### src/rtl/ttt_pkg.sv
// Shared types and constants for the tic-tac-toe game-flow stage.
package ttt_pkg;

   localparam int NUM_CELLS = 9;

   typedef enum logic [1:0] {
      EMPTY = 2'b00,
      X     = 2'b01,
      O     = 2'b10
   } cell_t;

   typedef enum logic [1:0] {
      WAIT   = 2'b00,
      CHECK  = 2'b01,
      SETTLE = 2'b10,
      OVER   = 2'b11
   } state_t;

   function automatic logic [NUM_CELLS-1:0] cell_onehot(input logic [3:0] idx);
      return NUM_CELLS'(1) << idx;
   endfunction

endpackage

### src/rtl/turn_timer.sv
// Per-turn up-counter: counts enabled cycles and pulses done on the last one,
// clearing itself so it never wraps.
module turn_timer #(
   parameter int unsigned TIMEOUT_CYCLES = 500_000_000
) (
   input  logic clk,
   input  logic rst_n,
   input  logic clr,
   input  logic en,
   output logic done
);

   localparam int W = (TIMEOUT_CYCLES > 1) ? $clog2(TIMEOUT_CYCLES) : 1;
   localparam logic [W-1:0] LAST = W'(TIMEOUT_CYCLES - 1);

   logic [W-1:0] count;

   assign done = en && (count == LAST);

   always_ff @(posedge clk or negedge rst_n) begin
      if (!rst_n) begin
         count <= '0;
      end else if (clr) begin
         count <= '0;
      end else if (en) begin
         count <= done ? '0 : count + W'(1);
      end
   end

endmodule

### src/rtl/turn_controller.sv
// Tic-tac-toe game flow: board registers, player turn, turn time limit and
// the handshake with the external illegal-move and win detectors.
//
//   state  | meaning
//   WAIT   | waiting for a move, turn timer running
//   CHECK  | one-hot enable driven, detector verdict sampled at end of cycle
//   SETTLE | board updated, win detector given one cycle to respond
//   OVER   | game finished (win or draw), board frozen, timer stopped
module turn_controller
   import ttt_pkg::*;
#(
   parameter int unsigned TIMEOUT_CYCLES = 500_000_000
) (
   input  logic                 clk,
   input  logic                 rst_n,
   input  logic                 new_game,
   input  logic                 move_valid,
   input  logic [3:0]           move_sel,
   input  logic                 illegal_move,
   input  logic                 game_over,
   output logic [1:0]           pos1,
   output logic [1:0]           pos2,
   output logic [1:0]           pos3,
   output logic [1:0]           pos4,
   output logic [1:0]           pos5,
   output logic [1:0]           pos6,
   output logic [1:0]           pos7,
   output logic [1:0]           pos8,
   output logic [1:0]           pos9,
   output logic [NUM_CELLS-1:0] X_en,
   output logic [NUM_CELLS-1:0] O_en,
   output logic                 turn,
   output logic                 move_ok,
   output logic                 move_err,
   output logic                 timeout,
   output logic                 draw
);

   state_t     state;
   cell_t      board [NUM_CELLS];
   logic [3:0] idx;
   logic [3:0] move_cnt;

   logic timer_clr;
   logic timer_en;
   logic timer_done;

   // A pending request freezes the timer, so an illegal move resumes it unchanged.
   assign timer_clr = new_game || (state == CHECK && !illegal_move);
   assign timer_en  = !new_game && (state == WAIT) && !move_valid;

   turn_timer #(
      .TIMEOUT_CYCLES(TIMEOUT_CYCLES)
   ) u_timer (
      .clk  (clk),
      .rst_n(rst_n),
      .clr  (timer_clr),
      .en   (timer_en),
      .done (timer_done)
   );

   always_ff @(posedge clk or negedge rst_n) begin
      if (!rst_n) begin
         state    <= WAIT;
         for (int k = 0; k < NUM_CELLS; k++) board[k] <= EMPTY;
         idx      <= '0;
         move_cnt <= '0;
         X_en     <= '0;
         O_en     <= '0;
         turn     <= 1'b0;
         move_ok  <= 1'b0;
         move_err <= 1'b0;
         timeout  <= 1'b0;
         draw     <= 1'b0;
      end else begin
         X_en     <= '0;
         O_en     <= '0;
         move_ok  <= 1'b0;
         move_err <= 1'b0;
         timeout  <= 1'b0;
         if (new_game) begin
            state    <= WAIT;
            for (int k = 0; k < NUM_CELLS; k++) board[k] <= EMPTY;
            idx      <= '0;
            move_cnt <= '0;
            turn     <= 1'b0;
            draw     <= 1'b0;
         end else begin
            case (state)
               WAIT: begin
                  if (move_valid) begin
                     if (move_sel <= 4'd8) begin
                        idx   <= move_sel;
                        state <= CHECK;
                        if (turn) O_en <= cell_onehot(move_sel);
                        else      X_en <= cell_onehot(move_sel);
                     end else begin
                        move_err <= 1'b1;
                     end
                  end else if (timer_done) begin
                     timeout <= 1'b1;
                     turn    <= ~turn;
                  end
               end
               CHECK: begin
                  if (illegal_move) begin
                     move_err <= 1'b1;
                     state    <= WAIT;
                  end else begin
                     board[idx] <= turn ? O : X;
                     move_ok    <= 1'b1;
                     turn       <= ~turn;
                     move_cnt   <= move_cnt + 4'd1;
                     state      <= SETTLE;
                  end
               end
               SETTLE: begin
                  if (game_over) begin
                     state <= OVER;
                  end else if (move_cnt == 4'd9) begin
                     draw  <= 1'b1;
                     state <= OVER;
                  end else begin
                     state <= WAIT;
                  end
               end
               OVER: begin
                  state <= OVER;
               end
               default: state <= WAIT;
            endcase
         end
      end
   end

   assign pos1 = board[0];
   assign pos2 = board[1];
   assign pos3 = board[2];
   assign pos4 = board[3];
   assign pos5 = board[4];
   assign pos6 = board[5];
   assign pos7 = board[6];
   assign pos8 = board[7];
   assign pos9 = board[8];

endmodule

### config.mk
export PLATFORM = sky130hd
export DESIGN_NAME = turn_controller
export DESIGN_NICKNAME = d
export VERILOG_FILES = /design/src/rtl/ttt_pkg.sv /design/src/rtl/turn_timer.sv /design/src/rtl/turn_controller.sv
export SDC_FILE = /design/constraint.sdc
export NUM_CORES = 1
export LEC_CHECK = 0
export ABC_AREA = 1
export BUFFER_PORTS_ARGS = -buffer_cell sky130_fd_sc_hd__buf_2
export CORE_ASPECT_RATIO = 2
export CORE_UTILIZATION = 45
export CTS_CLUSTER_SIZE = 25
export DETAILED_ROUTE_END_ITERATION = 8
export PLACE_DENSITY = 0.75
export SETUP_SLACK_MARGIN = 0.15
export SLEW_MARGIN = 20
export SYNTH_ARGS = -nofsm -noshare
export SYNTH_HDL_FRONTEND = slang
export SYNTH_SLANG_ARGS = --single-unit
### constraint.sdc
create_clock -name clk -period 1.86 [get_ports clk]
set_input_delay 0.372 -clock clk [delete_from_list [all_inputs] [get_ports clk]]
set_output_delay 0.372 -clock clk [all_outputs]
set_load 0.005 [all_outputs]
=== Word level (Yosys, flattened, before mapping) ===
Index checks and enable logic that the tools add are counted.

* Flip-flop bits (word level): 80
* Output and inout bits: 41
* Word-level logic and storage cells: 118

* Add/sub/neg operators: 2
* $lt $le $gt $ge: 3
* Equal/unequal tests: 12
* Shift operators: 1
* Mux-type cells: 55
* Bitwise logic cells: 2
* Reductions and logical operators: 23

{| class="wikitable"
|+ Operator list
! operator !! count
|-
| two-way mux 9 bit || 10
|-
| two-way mux 29 bit || 3
|-
| two-way mux 18 bit || 3
|-
| adder 29 x 1 -> 29 bit, second input constant || 1
|-
| equality test 29 bit, second input constant || 1
|-
| two-way mux 4 bit || 7
|-
| two-way mux 1 bit || 19
|-
| bitwise mux 18 bit || 1
|-
| two-way mux 2 bit || 8
|-
| nonzero test 2 bit || 7
|-
| inequality test 3 bit, second input constant || 3
|-
| << shifter 1 x 4 -> 9 bit, first input constant || 1
|-
| demux 2 bit (select 4 bit) || 1
|-
| one-hot mux 2 bit (4 select lines) || 1
|-
| inequality test 3 x 2 -> 1 bit, second input constant || 2
|-
| AND reduction 3 bit || 2
|-
| >= comparator 5 bit, second input constant || 1
|-
| logical AND 1 bit || 5
|-
| < comparator 5 x 1 -> 1 bit, second input constant || 1
|-
| NOT 4 -> 5 bit || 1
|-
| adder 4 x 1 -> 4 bit, second input constant || 1
|-
| equality test 2 bit, second input constant || 2
|-
| equality test 4 bit, second input constant || 1
|-
| less-or-equal comparator 4 bit, second input constant || 1
|-
| 10 further kinds || 15
|}

=== Longest topological paths before layout ===
Gate-level depths: netlist of the first run.

* Depth in word-level cells: 9
* Gate-level depth with buffers: 10
* Depth with buffers taken out: 10

=== Hierarchy ===
Synthesis of the first run repeated with hierarchy kept, for this count alone.

* Cells, all modules: 548
* Area, all modules: 4,185.3 um^2

{| class="wikitable"
|+ By module, submodules not included
! module !! times used !! cells an instance !! area an instance (um^2) !! seq. area each (um^2)
|-
| turn_controller || 1 || 269 || 2,293.4 || 1,276.2
|-
| turn_timer || 1 || 279 || 1,891.8 || 725.7
|}

=== Least setup slack after synthesis of the first run ===
No wires, ideal clock.

* Path kind: register to register
* From: register u_timer.count[0]
* To: register u_timer.count[3]
* Library setup time: 119 ps
* Arrival time: 1,381 ps
* Data required time: 1,741 ps
* Setup slack: 360 ps
* Stages on the path, launching flop included: 10
* Buffers on the path: 1
* Cell sequence: dfrtp_1 ha_1 inv_2 nor2_4 nand2_4 inv_2 nand3_4 nand2_4 buf_6 nor2_1

* Cells in the longest elaborated chain, start to end: 5

{| class="wikitable"
|+ Ends and longest elaborated chain
! what !! line !! source
|-
| from (decl) || turn_timer.sv:16 || <nowiki>logic [W-1:0] count;</nowiki>
|-
| from (signal assigned) || turn_timer.sv:26 || <nowiki>count <= done ? '0 : count + W'(1);</nowiki>
|-
| parallel branches: the longest is 2 deep, another holds adder 29 x 1 -> 29 bit || -- ||
|-
| two-way mux 29 bit (*) || turn_timer.sv:26 ||
|-
| two-way mux 29 bit (*) || turn_timer.sv:25 || <nowiki>end else if (en) begin</nowiki>
|-
| two-way mux 29 bit (*) || turn_timer.sv:23 || <nowiki>end else if (clr) begin</nowiki>
|}

Mark *: on every way between the ends. The select of a mux whose other input is x is not followed.
A chain may end at the register's enable or synchronous reset.

=== Final worst setup path of the first run ===
* From: register u_timer.count[0]
* To: register u_timer.count[28]

The elaborated chain is that of the path after synthesis.

==> results.yml, run 1 <==
job:
  drv_cap: 0
detailed_routing:
  detail-route-antenna-nets: 0
  drtPass1Iterations: 5
  m1WireLength_microns: 3872
  routed_wl_microns: 11400
  wl_per_cell_microns: 15.72
  maxUsedRoutingLayer: "met4"
  drc: 0
  wl_met2_microns: 6361
  drtIter0Drc: 188
  vias_per_cell: 5.458
  vias: 3957
  dr_wl_met3_microns: 373
yosys:
  synth_xor_area_share_pct: 1.030
  synthCells: 558
  ys_seq_area_share_pct: 47.09
  syn_area_sq_um: 4252
  synth.distinct_cells: 36
  synth_top_family_by_area: "simple AND/OR/NAND/NOR gates"
  avgSynthCellArea_sq_um: 7.619
  ys_ff_latch: 80
  synth_nets: 571
  yosysTopAreaCellShare_pct: 47.09
  synth_top_area_cell: "dfrtp_1"
  async_flop_share_pct: 100.0
  synthFlopType: "dfrtp_1"
  synth_mux_area_share_pct: 0
  synthAdderAreaFrac_pct: 0.8829
  synth_compound_area_share_pct: 6.210
  synthTopCellsByArea: "dfrtp_1 (47%), nand2_1 (12%), nor2_1 (9.7%)"
  synth_edf_count: 0
  yosysWarningCount: 0
  synth-simple-area-share_pct: 37.99
die:
  start_util_pct: 46.86
  die_y_microns: 139.5
  die-area_sq_um: 9864
  core.rowCount: 49
  die_w_microns: 70.73
  num_io_pins: 51
  design.core.area_sq_um: 9074
sta:
  setup_tns_ns: 0
  maxSlewHeadroom_pct: 72.27
  finalHoldViolCount: 9
  rsz0062_at_grt: "yes"
  fin_crit_ns: 1.658
  fmax_mhz: 603.2
  final_max_slew_viol_count: 0
  whs_ns: -0.01466
  setup_viol: 0
  tightest_slew_ns: 0.4159
  fin_crit_sh_pct: 89.14
  fin_worst_skew_ns: 0.006290
placement:
  post-dp-hpwl_microns: 8845
  routabilityCongestion: 0.9218
  port_buffers: 50
global_routing:
  grt_max_degree: 48
  grt_pass1_vias: 3850
  grt_usage_pct: 24.23
  grt_pass1_wl_microns: 18180
  grt_antenna_before_repair: 0
  gr-total-overflow: 0
worst_setup_path:
  setup.worst_path.start: "u_timer.count[0]$_DFFE_PN0P_"
  r2r_start: "u_timer.count[0]$_DFFE_PN0P_"
  regToRegSetupSlack_ns: 0.20
  reg2reg_to: "u_timer.count[28]$_DFFE_PN0P_"
  crit_arrival_ns: 1.89
  critPathMaxFanout: 7
  required_ns: 2.10
  worstSetupStartpointType: "register"
  cp-end-kind: "register"
  path_class: "register to register"
  reg2reg_depth: 10
cells_and_area:
  mostFrequentLayoutCells: "nand2_1 (138), nor2_1 (109), dfrtp_1 (79)"
  nNetsFinal: 631
  drive_gt1_share_pct: 18.94
  final_common_cell: "nand2_1"
  area_growth_pct: 16.80
  fill_cells: 863
  antenna_cells: 0
  multi_input_area_sq_um: 1989
  regArea_sq_um: 2003
clock_tree:
  clock_tree.buffer_depth: 2
  clk-insertion-delay-late_ns: 0.35
  path_clk_slew_ns: 0.07
  cts_tree: "built"
  htree_levels: 3
  numCtsBuffers: 9
  root_buffer: "clkbuf_16"
  clkSinkCount: 80
hold_path:
  min_path_type: "input pin to asynchronous set/reset pin"
power:
  peakVddDrop_uv: 661.2
  powerDensity_nw_per_um2: 764.7
  p_leak_nw: 2.343
status:
  violations: "negative hold slack"
  status: "finished with violations"
-- repair_timing --
action	in CTS	in global routing
setup endpoints to repair	0	28
gates resized for setup	0	6
setup buffers	0	1
hold buffers	0	0
-- cells by family (layout without fill, tap and decap cells) --
kind of cell | count (synthesis) | count (layout)
compound gates | 48 | 48
xor+xnor | 5 | 5
fa+ha+maj | 3 | 3
buf+inv | 69 | 134
flops | 80 | 80
simple gates | 353 | 353
-- stage by stage --
stage	setup WS, ns	total power [mW]	util [%]	cells	instance area (sq um)
floorplan	0.3602	1.994	-	558	4252
global placement	0.2428	2.109	51.13	708	4639
detailed placement	0.1944	2.117	51.13	708	4639
CTS	0.1838	3.812	54.32	724	4928
global route	0.1052	3.918	54.73	725	4966
finish	0.2021	3.798	54.73	725	4966
-- per-layer routing --
| metal | vias to the layer above | global-route usage, % |
|---|---|---|
| li1 | 1909 | - |
| met1 | 1867 | 21.73 |
| met2 | 129 | 47.01 |
| met3 | 52 | 3.765 |
| met4 | 0 | 16.95 |
| met5 | - | 0 |
-- worst max-delay path: stages (launching register included) --
cell	delay (ns)
dfrtp_1	0.46
ha_4	0.20
inv_2	0.05
nor2_4	0.16
nand2_4	0.13
nor2_8	0.16
nand2_4	0.08
nor2_2	0.13
nand2_1	0.06
nand2_1	0.06
nor2_1	0.04
-- registers in the layout (all words and copies together), names as in the netlist --
register,flops
pos8,2
pos9,2
pos5,2
draw,1
pos2,2
move_err,1
move_ok,1
pos3,2
state,2
u_timer.count,29
move_cnt,4
timeout,1
pos7,2
idx,4
turn,1
pos4,2
X_en,9
O_en,9
pos6,2
pos1,2
-- worst max path at each step --
stage               cells after the start                             to
floorplan                               9   u_timer.count[3]$_DFFE_PN0P_
global placement                       10  u_timer.count[28]$_DFFE_PN0P_
detailed placement                      9               turn$_DFFE_PN0P_
CTS                                     9               turn$_DFFE_PN0P_
global route                           10  u_timer.count[27]$_DFFE_PN0P_
finish                                 10  u_timer.count[28]$_DFFE_PN0P_
-- final cells by class --
| type | instances | share of cell area [%] |
|---|---|---|
| Clock buffer | 9 | 4.535 |
| Sequential cell | 80 | 40.34 |
| Clock inverter | 7 | 1.285 |
| Multi-Input combinational cell | 409 | 40.06 |
| Inverter | 59 | 4.510 |
| Timing Repair Buffer | 59 | 6.702 |
| Tap cell | 102 | 2.570 |
-- power breakdown --
group,total (mW),switching (mW),internal [mW]
logic,0.306,0.226,0.0799
clock network,1.71,0.776,0.929
registers,1.79,0.0218,1.76
total,3.80,1.02,2.77
-- cell usage after synthesis, drive strengths merged (2+ instances only) --
cell type / n
o21ai: 33
buf: 10
nand4: 14
dfrtp: 80
nor2: 122
inv: 58
ha: 3
nand2: 148
nand3: 50
xor2: 4
a21oi: 7
nor4: 2
o21bai: 6
nor3: 14
(Power assumes the default switching activity.)
==> inputs of run 2 (changes only) <==
--- a/config.mk
+++ b/config.mk
@@ -7,11 +7,13 @@
 export LEC_CHECK = 0
 export ABC_AREA = 1
 export BUFFER_PORTS_ARGS = -buffer_cell sky130_fd_sc_hd__buf_2
+export CELL_PAD_IN_SITES_DETAIL_PLACEMENT = 2
+export CELL_PAD_IN_SITES_GLOBAL_PLACEMENT = 2
 export CORE_ASPECT_RATIO = 2
-export CORE_UTILIZATION = 45
+export CORE_UTILIZATION = 34
 export CTS_CLUSTER_SIZE = 25
 export DETAILED_ROUTE_END_ITERATION = 8
-export PLACE_DENSITY = 0.75
+export PLACE_DENSITY = 0.91
 export SETUP_SLACK_MARGIN = 0.15
 export SLEW_MARGIN = 20
 export SYNTH_ARGS = -nofsm -noshare
==> results.yml, run 2 (synthesis results as in run 1) <==
status:
  status: "finished with violations"
  violations: "negative setup slack"
detailed_routing:
  dr_wl_met3_microns: 700
  vias_per_cell: 5.663
  routed_wl_microns: 21060
  m1WireLength_microns: 6970
  wl_per_cell_microns: 26.69
  vias: 4468
  wl_met2_microns: 11630
  drtIter0Drc: 229
  drtPass1Iterations: 4
  drc: 0
  detail-route-antenna-nets: 0
  maxUsedRoutingLayer: "met4"
power:
  p_int_mw: 2.916
  peakVddDrop_uv: 734.4
  p_clk_share_pct: 46.6
  switching_power_mw: 1.181
  combinationalPowerShare_pct: 9.7
  p_sw_share_pct: 28.82
  total_power_mw: 4.096
  p_leak_nw: 2.452
  seq_power_share_pct: 43.7
  powerDensity_nw_per_um2: 772.7
hold_path:
  min_path_type: "input pin to register"
worst_setup_path:
  crit_chain: "nand2_1 > nor2_4 > nand2_4 > inv_2 > nand3_1 > nor2_2 > nor2_4 > nand3_1 > nand2_1"
  cp_num_buf_inv: 1
  reg2reg_to: "u_timer.count[1]$_DFFE_PN0P_"
  path_delay_family: "simple AND/OR/NAND/NOR gates"
  cp-end-kind: "register"
  required_ns: 2.10
  critPathMaxFanout: 7
  worstSetupStartpointType: "register"
  path_class: "register to register"
  regToRegSetupSlack_ns: -0.01
  crit_path_max_incr_delay_ns: 0.44
  crit_cells: 9
  setup.worst_path.start: "u_timer.count[5]$_DFFE_PN0P_"
  r2r_start: "u_timer.count[5]$_DFFE_PN0P_"
  crit_end: "u_timer.count[1]$_DFFE_PN0P_"
  crit_arrival_ns: 2.11
  worst_path_max_delay_cell: "dfrtp_1"
  reg2reg_depth: 9
global_routing:
  grt_usage_pct: 32.36
  grt_max_degree: 37
  grt_pass1_vias: 5240
  grt_pass1_wl_microns: 30060
  gr-total-overflow: 0
  grt_antenna_before_repair: 0
placement:
  port_buffers: 50
  routabilityCongestion: 0.9199
  dp.cells: 761
  post-dp-hpwl_microns: 13510
cells_and_area:
  multi_input_area_sq_um: 2091
  final_common_cell: "nand2_1"
  regArea_sq_um: 2016
  fill_cells: 1378
  top_regs: "u_timer.count x29, O_en x9, X_en x9"
  final_cells: 789
  postLayoutCoreUtil_pct: 43.47
  nNetsFinal: 650
  top_register: "u_timer.count"
  area_growth_pct: 24.69
  drive_gt1_share_pct: 25.55
  mostFrequentLayoutCells: "nand2_1 (135), nor2_1 (97), dfrtp_1 (69)"
  largest_reg_flops: 29
  antenna_cells: 0
die:
  die_w_microns: 81.07
  design.core.area_sq_um: 12200
  num_io_pins: 51
  die-area_sq_um: 12980
  die_y_microns: 160.1
  core.rowCount: 57
  start_util_pct: 34.86
sta:
  setup_slack_ns: -0.01283
  final_max_slew_viol_count: 0
  rsz0062_at_grt: "yes"
  maxSlewHeadroom_pct: 69.70
  setup_viol: 1
  finalHoldViolCount: 0
  fmax_mhz: 534.0
  tightest_slew_ns: 0.4503
  fin_crit_sh_pct: 100.7
  fin_worst_skew_ns: 0.01525
  whs_ns: 0.3175
  fin_crit_ns: 1.873
clock_tree:
  clkSinkCount: 80
  cts_tree: "built"
  path_clk_slew_ns: 0.07
  clock_tree.buffer_depth: 2
  htree_levels: 3
  numCtsBuffers: 9
  root_buffer: "clkbuf_16"
  clk-insertion-delay-late_ns: 0.36
job:
  drv_cap: 0
-- run 2: cell types whose count changed in the layout (fill, tap and decap cells not counted), moves of 2 or more --
| cell | previous run | this run |
|---|---|---|
| nor2_4 | 3 | 9 |
| nand2_2 | 4 | 7 |
| nor2_2 | 9 | 15 |
| nor2_1 | 109 | 97 |
| dfrtp_2 | 1 | 11 |
| nand2_1 | 138 | 135 |
| buf_4 | 9 | 25 |
| dfrtp_1 | 79 | 69 |
| inv_6 | 3 | 1 |
| inv_1 | 50 | 47 |
| inv_2 | 7 | 10 |
-- run 2: per-stage QoR --
stage | instance area [sq um] | setup TNS, ns | setup WS (ns)
after floorplan | 4252 | 0 | 0.3602
after global routing | 5301 | -0.2649 | -0.06023
after CTS | 5152 | 0 | 0.1171
after detailed placement | 4756 | 0 | 0.01348
final | 5301 | -0.01283 | -0.01283
after global placement | 4756 | 0 | 0.1630
-- run 2: worst min-delay path by stage --
| stage | start | to | depth (start not counted) |
|---|---|---|---|
| floorplan | rst_n | O_en[0]$_DFF_PN0_ | 0 |
| global placement | rst_n | u_timer.count[26]$_DFFE_PN0P_ | 1 |
| detailed placement | rst_n | u_timer.count[26]$_DFFE_PN0P_ | 1 |
| CTS | new_game | state[0]$_DFFE_PN0P_ | 2 |
| global route | new_game | state[0]$_DFFE_PN0P_ | 2 |
| finish | new_game | state[0]$_DFFE_PN0P_ | 2 |
-- run 2: what timing repair did --
| action | 4_1_cts | 5_1_grt |
|---|---|---|
| gates cloned | 0 | 1 |
| pin swaps | 0 | 6 |
| setup buffers | 2 | 8 |
| resized for setup | 19 | 24 |
| hold endpoints to repair | 12 | 0 |
| hold buffers | 1 | 0 |
| setup endpoints to repair | 38 | 33 |
-- run 2: power groups by stage --
stage               clock, mW  combinational, mW  sequential, mW
floorplan                   0              0.178            1.82
global placement            0              0.311            1.82
detailed placement          0              0.340            1.82
CTS                      1.92              0.371            1.79
global route             1.97              0.419            1.79
finish                   1.91              0.395            1.79
-- run 2: final cells by class --
| class | instances | share of cell area, % |
|---|---|---|
| multi-input combinational | 410 | 39.44 |
| sequential | 80 | 38.02 |
| timing repair buffer | 77 | 9.110 |
| clock buffer | 9 | 4.248 |
| inverter | 59 | 4.225 |
| tap | 147 | 3.469 |
| clock inverter | 7 | 1.487 |
-- run 2: per-layer routing --
layer | global-route usage, % | vias to the layer above
met3 | 4.571 | 93
met4 | 26.62 | 0
li1 | - | 1934
met5 | 0 | -
met1 | 30.60 | 2277
met2 | 58.44 | 164
==> inputs of run 3 (changes only) <==
--- a/config.mk
+++ b/config.mk
@@ -10,10 +10,11 @@
 export CELL_PAD_IN_SITES_DETAIL_PLACEMENT = 2
 export CELL_PAD_IN_SITES_GLOBAL_PLACEMENT = 2
 export CORE_ASPECT_RATIO = 2
-export CORE_UTILIZATION = 34
+export CORE_UTILIZATION = 35
+export CTS_BUF_LIST = sky130_fd_sc_hd__clkbuf_4
 export CTS_CLUSTER_SIZE = 25
 export DETAILED_ROUTE_END_ITERATION = 8
-export PLACE_DENSITY = 0.91
+export PLACE_DENSITY = 0.93
 export SETUP_SLACK_MARGIN = 0.15
 export SLEW_MARGIN = 20
 export SYNTH_ARGS = -nofsm -noshare
==> results.yml, run 3 (synthesis results as in run 1) <==
worst_setup_path:
  critPathMaxFanout: 11
  regToRegSetupSlack_ns: 0.07
  reg2reg_to: "u_timer.count[3]$_DFFE_PN0P_"
  r2r_start: "state[0]$_DFFE_PN0P_"
  path_class: "register to register"
  worstSetupStartpointType: "register"
  required_ns: 2.25
  reg2reg_depth: 7
  crit_end: "u_timer.count[3]$_DFFE_PN0P_"
  cp-end-kind: "register"
  setup.worst_path.start: "state[0]$_DFFE_PN0P_"
  crit_arrival_ns: 2.19
power:
  combinationalPowerShare_pct: 12.0
  p_sw_share_pct: 31.56
  switching_power_mw: 1.049
  total_power_mw: 3.325
  p_int_mw: 2.275
  seq_power_share_pct: 54.0
  p_clk_share_pct: 34.0
  powerDensity_nw_per_um2: 652.4
  peakVddDrop_uv: 439.3
  p_leak_nw: 2.351
global_routing:
  grt_antenna_before_repair: 1
  grt_max_degree: 39
  grt_pass1_wl_microns: 26860
  gr-total-overflow: 0
  grt_usage_pct: 29.57
  grt_pass1_vias: 4994
cells_and_area:
  drive_gt1_share_pct: 23.82
  final_cells: 784
  area_growth_pct: 19.86
  mostFrequentLayoutCells: "nand2_1 (136), nor2_1 (100), dfrtp_1 (72)"
  top_regs: "u_timer.count x29, O_en x9, X_en x9"
  largest_reg_flops: 29
  nNetsFinal: 646
  top_register: "u_timer.count"
  design_area_sq_um: 5096
  postLayoutCoreUtil_pct: 43.29
  final_common_cell: "nand2_1"
clock_tree:
  root_buffer: "clkbuf_4"
  clock_tree.buffer_depth: 2
  path_clk_slew_ns: 0.16
  htree_levels: 3
  clkSinkCount: 80
  cts_tree: "built"
  numCtsBuffers: 9
  clk-insertion-delay-late_ns: 0.49
sta:
  finalHoldViolCount: 0
  setup_slack_ns: 0.06637
  maxSlewHeadroom_pct: 70.00
  tightest_slew_ns: 0.4489
  fin_crit_ns: 1.794
  fin_worst_skew_ns: 0.03811
  final_max_slew_viol_count: 0
  rsz0062_at_grt: "yes"
  fmax_mhz: 557.5
  whs_ns: 0.2136
  fin_crit_sh_pct: 96.43
  setup_viol: 0
  setup_tns_ns: 0
die:
  die-area_sq_um: 12620
  num_io_pins: 51
  die_y_microns: 157.9
  core.rowCount: 56
  die_w_microns: 79.94
  start_util_pct: 36.12
  design.core.area_sq_um: 11770
placement:
  place_area_sq_um: 4738
  dp.cells: 757
  port_buffers: 50
  routabilityCongestion: 0.9316
  post-dp-hpwl_microns: 13160
  place_ws_ns: 0.01960
status:
  status: "finished clean"
detailed_routing:
  detail-route-antenna-nets: 0
  drtIter0Drc: 226
  routed_wl_microns: 19900
  wl_per_cell_microns: 25.38
  vias: 4427
  vias_per_cell: 5.647
  drtPass1Iterations: 4
  drc: 0
job:
  drv_cap: 0
hold_path:
  min_path_type: "input pin to register"
[run 3: area by class of cell]
| cell class | count | area [sq um] |
|---|---|---|
| inverter | 59 | 226.5 |
| tap | 145 | 181.4 |
| clock buffer | 9 | 67.56 |
| sequential | 80 | 2012 |
| antenna | 1 | 2.502 |
| fill | 1342 | 6675 |
| timing repair buffer | 74 | 473.0 |
| clock inverter | 7 | 70.07 |
| multi-input combinational | 409 | 2063 |
[run 3: how the worst min path moves through the flow]
| stage | from | to | slack, ns | depth (start not counted) |
|---|---|---|---|---|
| after floorplan | rst_n | O_en[0]$_DFF_PN0_ | 0.08 | 0 |
| after global placement | rst_n | u_timer.count[20]$_DFFE_PN0P_ | 0.32 | 1 |
| after detailed placement | rst_n | u_timer.count[20]$_DFFE_PN0P_ | 0.32 | 1 |
| after CTS | new_game | draw$_DFFE_PN0P_ | 0.17 | 2 |
| after global routing | new_game | draw$_DFFE_PN0P_ | 0.20 | 2 |
| final | new_game | draw$_DFFE_PN0P_ | 0.21 | 2 |
[run 3: layer usage]
metal / vias up / share of wire [%] / global-route usage, %
met5: - / 0 / 0
met4: 0 / 8.7 / 21.85
met3: 102 / 3.1 / 4.726
met2: 167 / 57 / 58.28
met1: 2236 / 32 / 25.34
li1: 1922 / - / -
[run 3: what timing repair did]
action	CTS	global route
endpoints found under the setup margin	32	26
buffers inserted	2	7
endpoints found under the hold margin	24	0
pin swaps	0	5
hold buffers	1	0
gates resized for setup	9	26
[run 3: power groups by stage]
stage,sequential (mW),clock (mW),combinational [mW]
after floorplan,1.82,0,0.178
after global placement,1.82,0,0.306
after detailed placement,1.82,0,0.330
after CTS,1.79,1.11,0.355
after global routing,1.80,1.20,0.428
final,1.79,1.13,0.400
[run 3: worst max-delay path, cell delays in order, from the launching register on]
cell     delay, ns
dfrtp_1       0.53
nor2_2        0.12
nand2_4       0.16
inv_4         0.11
nor2_4        0.39
nor2_1        0.13
xnor2_1       0.20
nor2_1        0.07
